==> src/rtl/chan_mux_reg_pkg.sv <==
// Shared definitions for the channel mux lab block: mode codes, FSM state
// encoding and an elaboration-time clog2 shared with the other lab blocks.
package chan_mux_reg_pkg;

  localparam logic MODE_MANUAL = 1'b0;
  localparam logic MODE_SCAN   = 1'b1;

  // Output stage state; the encoding doubles as out_valid.
  typedef enum logic {
    ST_EMPTY = 1'b0,
    ST_FULL  = 1'b1
  } state_e;

  function automatic int clog2(input int n);
    int r;
    int v;
    r = 0;
    v = n - 1;
    while (v > 0) begin
      r++;
      v = v >> 1;
    end
    return r;
  endfunction

endpackage

==> src/rtl/chan_mux_reg_scan_ctr.sv <==
// Mod-NCH scan pointer. ptr is the pointer in effect this cycle (clr already
// applied); wrap flags an inc that steps from NCH-1 back to 0.
module chan_scan_ctr #(
  parameter int NCH  = 4,
  parameter int SELW = 2
) (
  input  logic            clk,
  input  logic            rst_n,
  input  logic            clr,
  input  logic            inc,
  output logic [SELW-1:0] ptr,
  output logic            wrap
);

  localparam logic [SELW-1:0] LAST = SELW'(NCH - 1);

  logic [SELW-1:0] cnt_q;

  // clr wins over the stored count; a coincident inc counts the capture that
  // was just taken from the restarted pointer, so the next one is ch 1.
  assign ptr  = clr ? '0 : cnt_q;
  assign wrap = inc && (ptr == LAST);

  always_ff @(posedge clk or negedge rst_n) begin
    if (!rst_n) begin
      cnt_q <= '0;
    end else if (inc) begin
      cnt_q <= wrap ? '0 : ptr + 1'b1;
    end else if (clr) begin
      cnt_q <= '0;
    end
  end

endmodule

==> src/rtl/chan_mux_reg.sv <==
// NCH-channel, WIDTH-bit registered mux with a valid/ready output stage and
// an auto-scan mode. Define CHAN_MUX_PARITY_EN to add the out_par output.
module chan_mux_reg
  import chan_mux_reg_pkg::*;
#(
  parameter int WIDTH = 1,
  parameter int NCH   = 4,
  parameter int SELW  = 2
) (
  input  logic                 clk,
  input  logic                 rst_n,
  input  logic [NCH*WIDTH-1:0] in_data,
  input  logic [SELW-1:0]      sel,
  input  logic                 mode,
  input  logic                 in_valid,
  input  logic                 out_ready,
  output logic [WIDTH-1:0]     out_data,
  output logic [SELW-1:0]      out_chan,
  output logic                 out_valid,
  output logic                 scan_wrap,
`ifdef CHAN_MUX_PARITY_EN
  output logic                 out_par,
`endif
  output logic                 sel_err
);

  generate
    if (NCH < 2 || SELW != clog2(NCH)) begin : g_cfg_err
      $error("chan_mux_reg: need NCH >= 2 and SELW == clog2(NCH)");
    end
  endgenerate

  state_e          state;
  logic            mode_q;
  logic            accept;
  logic            scan_clr;
  logic            scan_inc;
  logic            scan_wrap_c;
  logic            bad_sel;
  logic [SELW-1:0] scan_ptr;
  logic [SELW-1:0] ch;
  logic [WIDTH-1:0] ch_data;
  logic [WIDTH-1:0] lane [NCH];

  for (genvar g = 0; g < NCH; g++) begin : g_lane
    assign lane[g] = in_data[g*WIDTH +: WIDTH];
  end

  assign accept   = in_valid && (state == ST_EMPTY || out_ready);
  assign scan_clr = (mode == MODE_SCAN) && (mode_q == MODE_MANUAL);
  assign scan_inc = accept && (mode == MODE_SCAN);
  assign ch       = (mode == MODE_SCAN) ? scan_ptr : sel;
  assign bad_sel  = (mode == MODE_MANUAL) && (int'(sel) >= NCH);

  chan_scan_ctr #(
    .NCH  (NCH),
    .SELW (SELW)
  ) u_scan (
    .clk   (clk),
    .rst_n (rst_n),
    .clr   (scan_clr),
    .inc   (scan_inc),
    .ptr   (scan_ptr),
    .wrap  (scan_wrap_c)
  );

  // Out-of-range selects match no lane and so deliver zero.
  always_comb begin
    ch_data = '0;
    for (int k = 0; k < NCH; k++) begin
      if (int'(ch) == k) ch_data = lane[k];
    end
  end

  assign out_valid = (state == ST_FULL);

  always_ff @(posedge clk or negedge rst_n) begin
    if (!rst_n) begin
      state     <= ST_EMPTY;
      mode_q    <= MODE_MANUAL;
      out_data  <= '0;
      out_chan  <= '0;
      scan_wrap <= 1'b0;
      sel_err   <= 1'b0;
`ifdef CHAN_MUX_PARITY_EN
      out_par   <= 1'b0;
`endif
    end else begin
      mode_q    <= mode;
      scan_wrap <= scan_wrap_c;
      sel_err   <= accept && bad_sel;
      if (accept) begin
        state    <= ST_FULL;
        out_data <= ch_data;
        out_chan <= ch;
`ifdef CHAN_MUX_PARITY_EN
        out_par  <= ^ch_data;
`endif
      end else if (state == ST_FULL && out_ready) begin
        state <= ST_EMPTY;
      end
    end
  end

endmodule

==> config.mk <==
export PLATFORM = sky130hd
export DESIGN_NAME = chan_mux_reg
export DESIGN_NICKNAME = d
export VERILOG_FILES = /design/src/rtl/chan_mux_reg_pkg.sv /design/src/rtl/chan_mux_reg_scan_ctr.sv /design/src/rtl/chan_mux_reg.sv
export SDC_FILE = /design/constraint.sdc
export NUM_CORES = 1
export LEC_CHECK = 0
export ABC_AREA = 1
export CAP_MARGIN = 30
export CORE_AREA = 2 2 39 41
export DETAILED_ROUTE_END_ITERATION = 12
export DIE_AREA = 0 0 41 43
export PLACE_DENSITY_LB_ADDON = 0.1
export SLEW_MARGIN = 20
export SYNTH_ARGS = -nofsm -noshare
export SYNTH_HDL_FRONTEND = slang
export SYNTH_HIERARCHICAL = 1
export SYNTH_SLANG_ARGS = --single-unit
==> constraint.sdc <==
create_clock -name clk -period 2.5 [get_ports clk]
set_clock_uncertainty 0.2 [all_clocks]
set_input_delay 0.375 -clock clk [delete_from_list [all_inputs] [get_ports clk]]
set_output_delay 0.375 -clock clk [all_outputs]
set_load 0.01 [all_outputs]
After elaboration in Yosys (flattened, before gate mapping). Cells that the tools add are included.

Bits in registers: 8. Bits of input ports: 11. Output and inout bits: 6.

$add $sub $neg: 1. Equality and inequality tests: 4. Multiplexer cells: 10. Bitwise operators: 2. Reductions and logical operators: 8.

Operator list (number): 2-bit 2-to-1 mux (4); 2-bit equality test, second input constant (3); 1-bit 2-to-1 mux (6); 1-bit logical AND (5); 2-bit by 1-bit adder with 2-bit output, second input constant (1); 2-bit by 1-bit equality test with 1-bit output, second input constant (1); 2-bit zero test (1); 1-bit inverter (2); 2-bit nonzero test (1); 1-bit logical OR (1).

Logic depth before layout (Yosys ltp). Gate-level depths: netlist of the first run.

Depth in word-level cells: 9. Mapped depth: 11. Mapped depth without buffers: 11.

Modules after synthesis. Netlist of the first run, hierarchy kept.

By module, submodules not included: chan_mux_reg (instances 1, cells an instance 39, area each 297.8 µm²); chan_scan_ctr (instances 1, cells an instance 18, area each 126.4 µm²).

Worst setup path after synthesis of the first run. Ideal clock, no wire load.

Path kind: input -> register. From: input mode. To: register u_scan.cnt_q[1]. Library setup time: 116 ps. Arrival: 1136 ps. Data required time: 2184 ps. Slack: 1047 ps. Stages: 8. Path through: inv_2 -> nor2_1 -> inv_2 -> nand2_1 -> inv_1 -> ha_1 -> nand3_1 -> nand2_1.

Word-level cells in the longest chain between the ends: 6. Elaborated cells on any way between the ends: 8. Classes of those cells: add/sub (1); eq/ne (1); mux (3); reduce/logical (3).

Ends and longest elaborated chain: start, declared (RTL line chan_mux_reg.sv:14) `input logic mode,`; 1-bit logical AND * (RTL line chan_mux_reg.sv:50) `assign scan_clr = (mode == MODE_SCAN) && (mode_q == MODE_MANUAL);`; net scan_clr (RTL line chan_mux_reg.sv:36) `logic scan_clr;`; 2-bit 2-to-1 mux *; net scan_ptr[0] (RTL line chan_mux_reg.sv:40) `logic [SELW-1:0] scan_ptr;`; branches (longest 2 deep; another with 2-bit by 1-bit adder with 2-bit output); 2-bit 2-to-1 mux * (RTL line chan_mux_reg_scan_ctr.sv:28) `cnt_q <= wrap ? '0 : ptr + 1'b1;`; 2-bit 2-to-1 mux * (RTL line chan_mux_reg_scan_ctr.sv:27) `end else if (inc) begin`; end signal, assigned (RTL line chan_mux_reg_scan_ctr.sv:28); end, declared (RTL line chan_mux_reg_scan_ctr.sv:17) `logic [SELW-1:0] cnt_q;`.

Mark *: on every way through the listed nets, which the timed path passes. A chain may end at the register's enable or synchronous reset.

Worst setup path in the final report of the first run. Same ends and word-level chain as after synthesis.

==> results of run 1 <==
[per-stage QoR]
step / std cells / setup slack [ns]
floorplan: 57 / 1.05
global placement: 87 / 0.361
detailed placement: 87 / 0.349
CTS: 90 / 0.619
global route: 90 / 0.446
finish: 90 / 0.618
[worst max-delay path, stage by stage]
cell and delay [ns]:
clkdlybuf4s50_1 0.55, inv_2 0.09, nor2_1 0.18, inv_2 0.06, nand2_1 0.07, inv_1 0.07
ha_1 0.29, nand3_1 0.08, nand2_1 0.05
[cells in the mapped netlist]
cell and n:
nand3_1 9, buf_4 1, ha_1 1, a31oi_1 1, nor2_2 2, nor2_1 3, inv_2 4, o21ai_0 1
nand2_2 3, inv_1 7, dfrtp_1 8, conb_1 1, nand2_1 16
[cell type report]
class	count	area [um2]	area share, %
flip-flops and latches	8	200	32.9
multi-input cells	37	175	28.7
repair buffers	15	150	24.6
inverters	11	41.3	6.78
clock buffers	3	22.5	3.70
well taps	16	20.0	3.29
[cell usage in the layout, fill, tap and decap left out]
master and instances:
nand2_2 3, conb_1 1, inv_2 4, nand2_1 16, clkbuf_4 3, a31oi_1 1, nor2_2 2, nor2_1 3
clkdlybuf4s50_1 15, ha_1 1, inv_1 7, nand3_1 9, o21ai_0 1, dfrtp_1 8
[state kept, by name, indices dropped and copies added, names as in the netlist]
name          cells
out_valid         1
out_chan          2
scan_wrap         1
u_scan/cnt_q      2
out_data          1
mode_q            1
[logic make-up after synthesis]
kind of cell	after synthesis	synth area share, %
buf+inv	12	11.5
simple gates	33	34.8
compound gates	2	2.65
flops	8	47.2
other cells	1	0.884
fa+ha+maj	1	2.95
[routing by layer]
| layer | wire length, um | up-vias | share of wire (%) | global-route usage [%] |
|---|---|---|---|---|
| li1 | - | 207 | - | - |
| met1 | 339 | 169 | 41 | 13.8 |
| met2 | 410 | 14 | 50 | 17.8 |
| met3 | 48 | 2 | 5.9 | 3.14 |
| met4 | 20 | 0 | 2.4 | 12.0 |
| met5 | 0 | - | 0 | 0 |
[final timing paths]
| kind | from | end | cells past startpoint |
|---|---|---|---|
| worst max register to register | mode_q$_DFF_PN0_ | u_scan/cnt_q[1]$_DFF_PN0_ | 7 |
| worst min register to register | out_data$_DFFE_PN0P_ | out_data$_DFFE_PN0P_ | 2 |
| min in group clk | out_data$_DFFE_PN0P_ | out_data$_DFFE_PN0P_ | 2 |
| worst min-delay path | rst_n | out_chan[1]$_DFFE_PN0P_ | 1 |
| max in group asynchronous | rst_n | u_scan/cnt_q[1]$_DFF_PN0_ | 1 |
| worst max-delay path | mode | u_scan/cnt_q[1]$_DFF_PN0_ | 9 |
[power groups by stage]
stage                     registers (W)   logic, W  clock network [W]
final                          0.000153  0.0000948          0.0000991
after floorplan                0.000161  0.0000442                  0
after global routing           0.000156   0.000108           0.000114
after global placement         0.000155  0.0000954                  0
after CTS                      0.000153  0.0000964           0.000107
after detailed placement       0.000156  0.0000961                  0
==> out/results.ini, run 1 <==
[synthesis]
synth_top_cell_area_share_pct = 47.2
synthTopCellsByArea = dfrtp_1, nand2_1, nand3_1, inv_1, nand2_2
synthesis.area_um2 = 424
ys_seq_area_share_pct = 47.2
synth_nets = 69
yosys_warnings = 6
yosys.cell_types.count = 13
postSynthAreaPerCell_um2 = 7.44
ys_seq_elements = 8
yosysTopAreaCell = dfrtp_1
syn_inst = 57

[placement]
place_area_um2 = 587
gp_congestion = 0.711
hpwl_um = 660
numPortBuffers = 15

[status]
status = finished clean

[sta]
whs_ns = 0.206
fin_crit_sh_pct = 75.3
hold_violations = 0
setup_viol = 0
fmax_mhz = 531
final.min_clock_period_ns = 1.88
rsz0062_at_grt = no
tns_ns = 0
slew_violations = 0

[clock_tree]
clkTransAtPathRegs_ns = 0.06
root_buffer = clkbuf_4
cts_buffers = 3
ctsResizeCount = 0
cts_hold_buffers = 0
clk_path_buf_depth = 2
cts_tree = done
htreeDepth = 1
cts_sinks = 8
cts_setup_buffers = 0
clkLatencyLatePin_ns = 0.25

[floorplanning]
core_area_mm2 = 0.00138
die-area_mm2 = 0.00176
std_cell_rows = 14
pin_count = 17
fp.dieH_um = 43
initial_core_util_pct = 30.7
die_w_um = 41

[worst_setup_path]
required_ns = 2.44
cp_data_arrival_time_ns = 1.82
critPathLaunchType = input port
critPathKind = in2reg
worstPathMaxFanout = 5
crit_path_end_kind = flip-flop
reg2reg_slack_ns = 1.02

[global_routing]
grt_max_degree = 9
antenna_found_initial = 0
grt_pass1_vias = 350
groute.usage.overall_pct = 12.4
grt-ovfl-total = 0
grt_pass1_wl_mm = 1.37

[cells_and_area]
drive_gt1_share_pct = 16.2
fin_area_um2 = 609
fin_util_pct = 44.0
syn_to_final_growth_pct = 43.7
fill_cells = 151
antennaDiodeCount = 0
nets = 88

[pwr]
swShare_pct = 27.9
pwr-share-seq_pct = 44.1
p_int_w = 0.000250
powerDensity_mw_per_mm2 = 570
clkPwrFrac_pct = 28.6
netSwitchingPower_w = 0.0000969
p_leak_nw = 0.318
irDropWorstVdd_uv = 199
p_comb_share_pct = 27.3
total_power_w = 0.000347

[routing]
drc = 0
dr_total_vias = 392
vias_per_cell = 4.36
wire_per_inst_um = 9.09
wirelength_um = 818
postRouteAntennaNets = 0
drt-pass1-iter-count = 4
drtIter0Drc = 4

[min_path]
worstHoldPathType = in2async

[job]
drv_cap = 0

Power figures use the tool's default switching activity.
==> run 2: changes to the inputs <==
clock period = 1.85 ns   (was 2.5 ns; I/O delays follow)
==> run 2 against run 1 <==
Compared with the run above:
- sequential share of layout area shrank 1.9 points
- cell count increased by 5.6%
- routed wire length increased by 6.2%
- register-to-register slack got worse by 0.61 ns
- sequential power is 35% higher
- critical endpoint unchanged
- largest cell class unchanged
==> out/results.ini, run 2 (synthesis gave the netlist of run 1 again) <==
[worst_setup_path]
cp_data_arrival_time_ns = 1.56
cp_slowest_stage_delay_ns = 0.49
path_cells = clkdlybuf4s50_1 > inv_2 > nor2_1 > inv_2 > nand2_1 > inv_1 > ha_1 > nand3_1 > nand2_1
required_ns = 1.79
worstPathMaxFanout = 3
slowest_stage = clkdlybuf4s50_1
reg2reg_slack_ns = 0.41
critPathKind = in2reg
critPathLaunchType = input port
crit_path_end_kind = flip-flop

[sta]
tns_ns = 0
finalWorstSetupSlack_ns = 0.228
rsz0062_at_grt = no
hold_violations = 0
final.min_clock_period_ns = 1.62
slew_violations = 0
setup_viol = 0
fmax_mhz = 617
fin_crit_sh_pct = 87.7

[cells_and_area]
nets = 93
layout_common_cells = nand2_1, clkdlybuf4s50_1, nand3_1, dfrtp_1, inv_1
syn_to_final_growth_pct = 52.5
final_common_cell = nand2_1
instances_no_fill = 95
fill_cells = 152
antennaDiodeCount = 0
drive_gt1_share_pct = 21.5
largestRegisters = out_chan (2), u_scan/cnt_q (2)

[clock_tree]
root_buffer = clkbuf_4
cts_buffers = 3
cts_hold_buffers = 0
ctsResizeCount = 0
htreeDepth = 1
cts_sinks = 8
cts_setup_buffers = 0
clkTransAtPathRegs_ns = 0.06
cts_tree = done
clkLatencyLatePin_ns = 0.25
clk_path_buf_depth = 2

[routing]
postRouteAntennaNets = 0
wire_per_inst_um = 9.15
drt-pass1-iter-count = 4
drtIter0Drc = 6
vias_per_cell = 4.31
drc = 0
dr_total_vias = 409
wirelength_um = 869

[global_routing]
grt-ovfl-total = 0
grt_max_degree = 9
antenna_found_initial = 0
grt_pass1_wl_mm = 1.53
groute.usage.overall_pct = 13.3
grt_pass1_vias = 410

[floorplanning]
die-area_mm2 = 0.00176
pin_count = 17
die_w_um = 41
fp.dieH_um = 43
std_cell_rows = 14
initial_core_util_pct = 30.7
core_area_mm2 = 0.00138

[job]
drv_cap = 0

[placement]
dp.cells = 92
hpwl_um = 731
gp_congestion = 0.779
numPortBuffers = 15
pre_cts_slack_ns = -0.0337

[min_path]
worstHoldPathType = in2async

[pwr]
p_leak_nw = 0.342
powerDensity_mw_per_mm2 = 740
irDropWorstVdd_uv = 268

[status]
status = finished clean

-- run 2: layout make-up --
| type | instances | area, um2 | area share [%] |
|---|---|---|---|
| Multi-Input combinational cell | 37 | 175 | 27.1 |
| Clock buffer | 3 | 22.5 | 3.48 |
| Timing Repair Buffer | 20 | 188 | 29.0 |
| Inverter | 11 | 41.3 | 6.38 |
| Sequential cell | 8 | 200 | 30.9 |
| Tap cell | 16 | 20.0 | 3.09 |
-- run 2: metal layers --
| metal | part of all wire [%] | track usage (%) |
|---|---|---|
| met1 | 42 | 13.7 |
| met2 | 51 | 21.6 |
| met3 | 4.7 | 3.14 |
| met4 | 2.2 | 10.0 |
| met5 | 0 | 0 |
-- run 2: critical path, delay by kind of cell --
kind / cells / cell delay [ns]
adder cells (fa/ha/maj): 1 / 0.29
buffers and inverters: 4 / 0.65
AND/OR/NAND/NOR: 4 / 0.35
-- run 2: final timing paths --
check,from,end,cells past startpoint
min in group clk,out_chan[1]$_DFFE_PN0P_,out_chan[1]$_DFFE_PN0P_,2
worst min-delay path,rst_n,mode_q$_DFF_PN0_,1
worst max-delay path,mode,u_scan/cnt_q[1]$_DFF_PN0_,9
worst max register to register,mode_q$_DFF_PN0_,u_scan/cnt_q[1]$_DFF_PN0_,7
worst min register to register,out_chan[1]$_DFFE_PN0P_,out_chan[1]$_DFFE_PN0P_,2
max in group asynchronous,rst_n,out_chan[1]$_DFFE_PN0P_,1
-- run 2: where the power goes --
part	switching (W)	internal, W	leakage (nW)
Clock	0.0000581	0.0000742	0.0138
Combinational	0.0000646	0.0000747	0.229
Sequential	0.00000982	0.000198	0.0997
Total	0.000133	0.000346	0.342
-- run 2: per-stage QoR --
stage | util [%] | hold WS (ns) | total power (W) | cell area, um2
floorplan | - | -0.218 | 0.000277 | 424
global placement | 45.1 | 0.268 | 0.000350 | 624
detailed placement | 45.1 | 0.273 | 0.000352 | 624
CTS | 46.7 | 0.123 | 0.000490 | 647
global route | 46.7 | 0.141 | 0.000519 | 647
finish | 46.7 | 0.118 | 0.000479 | 647
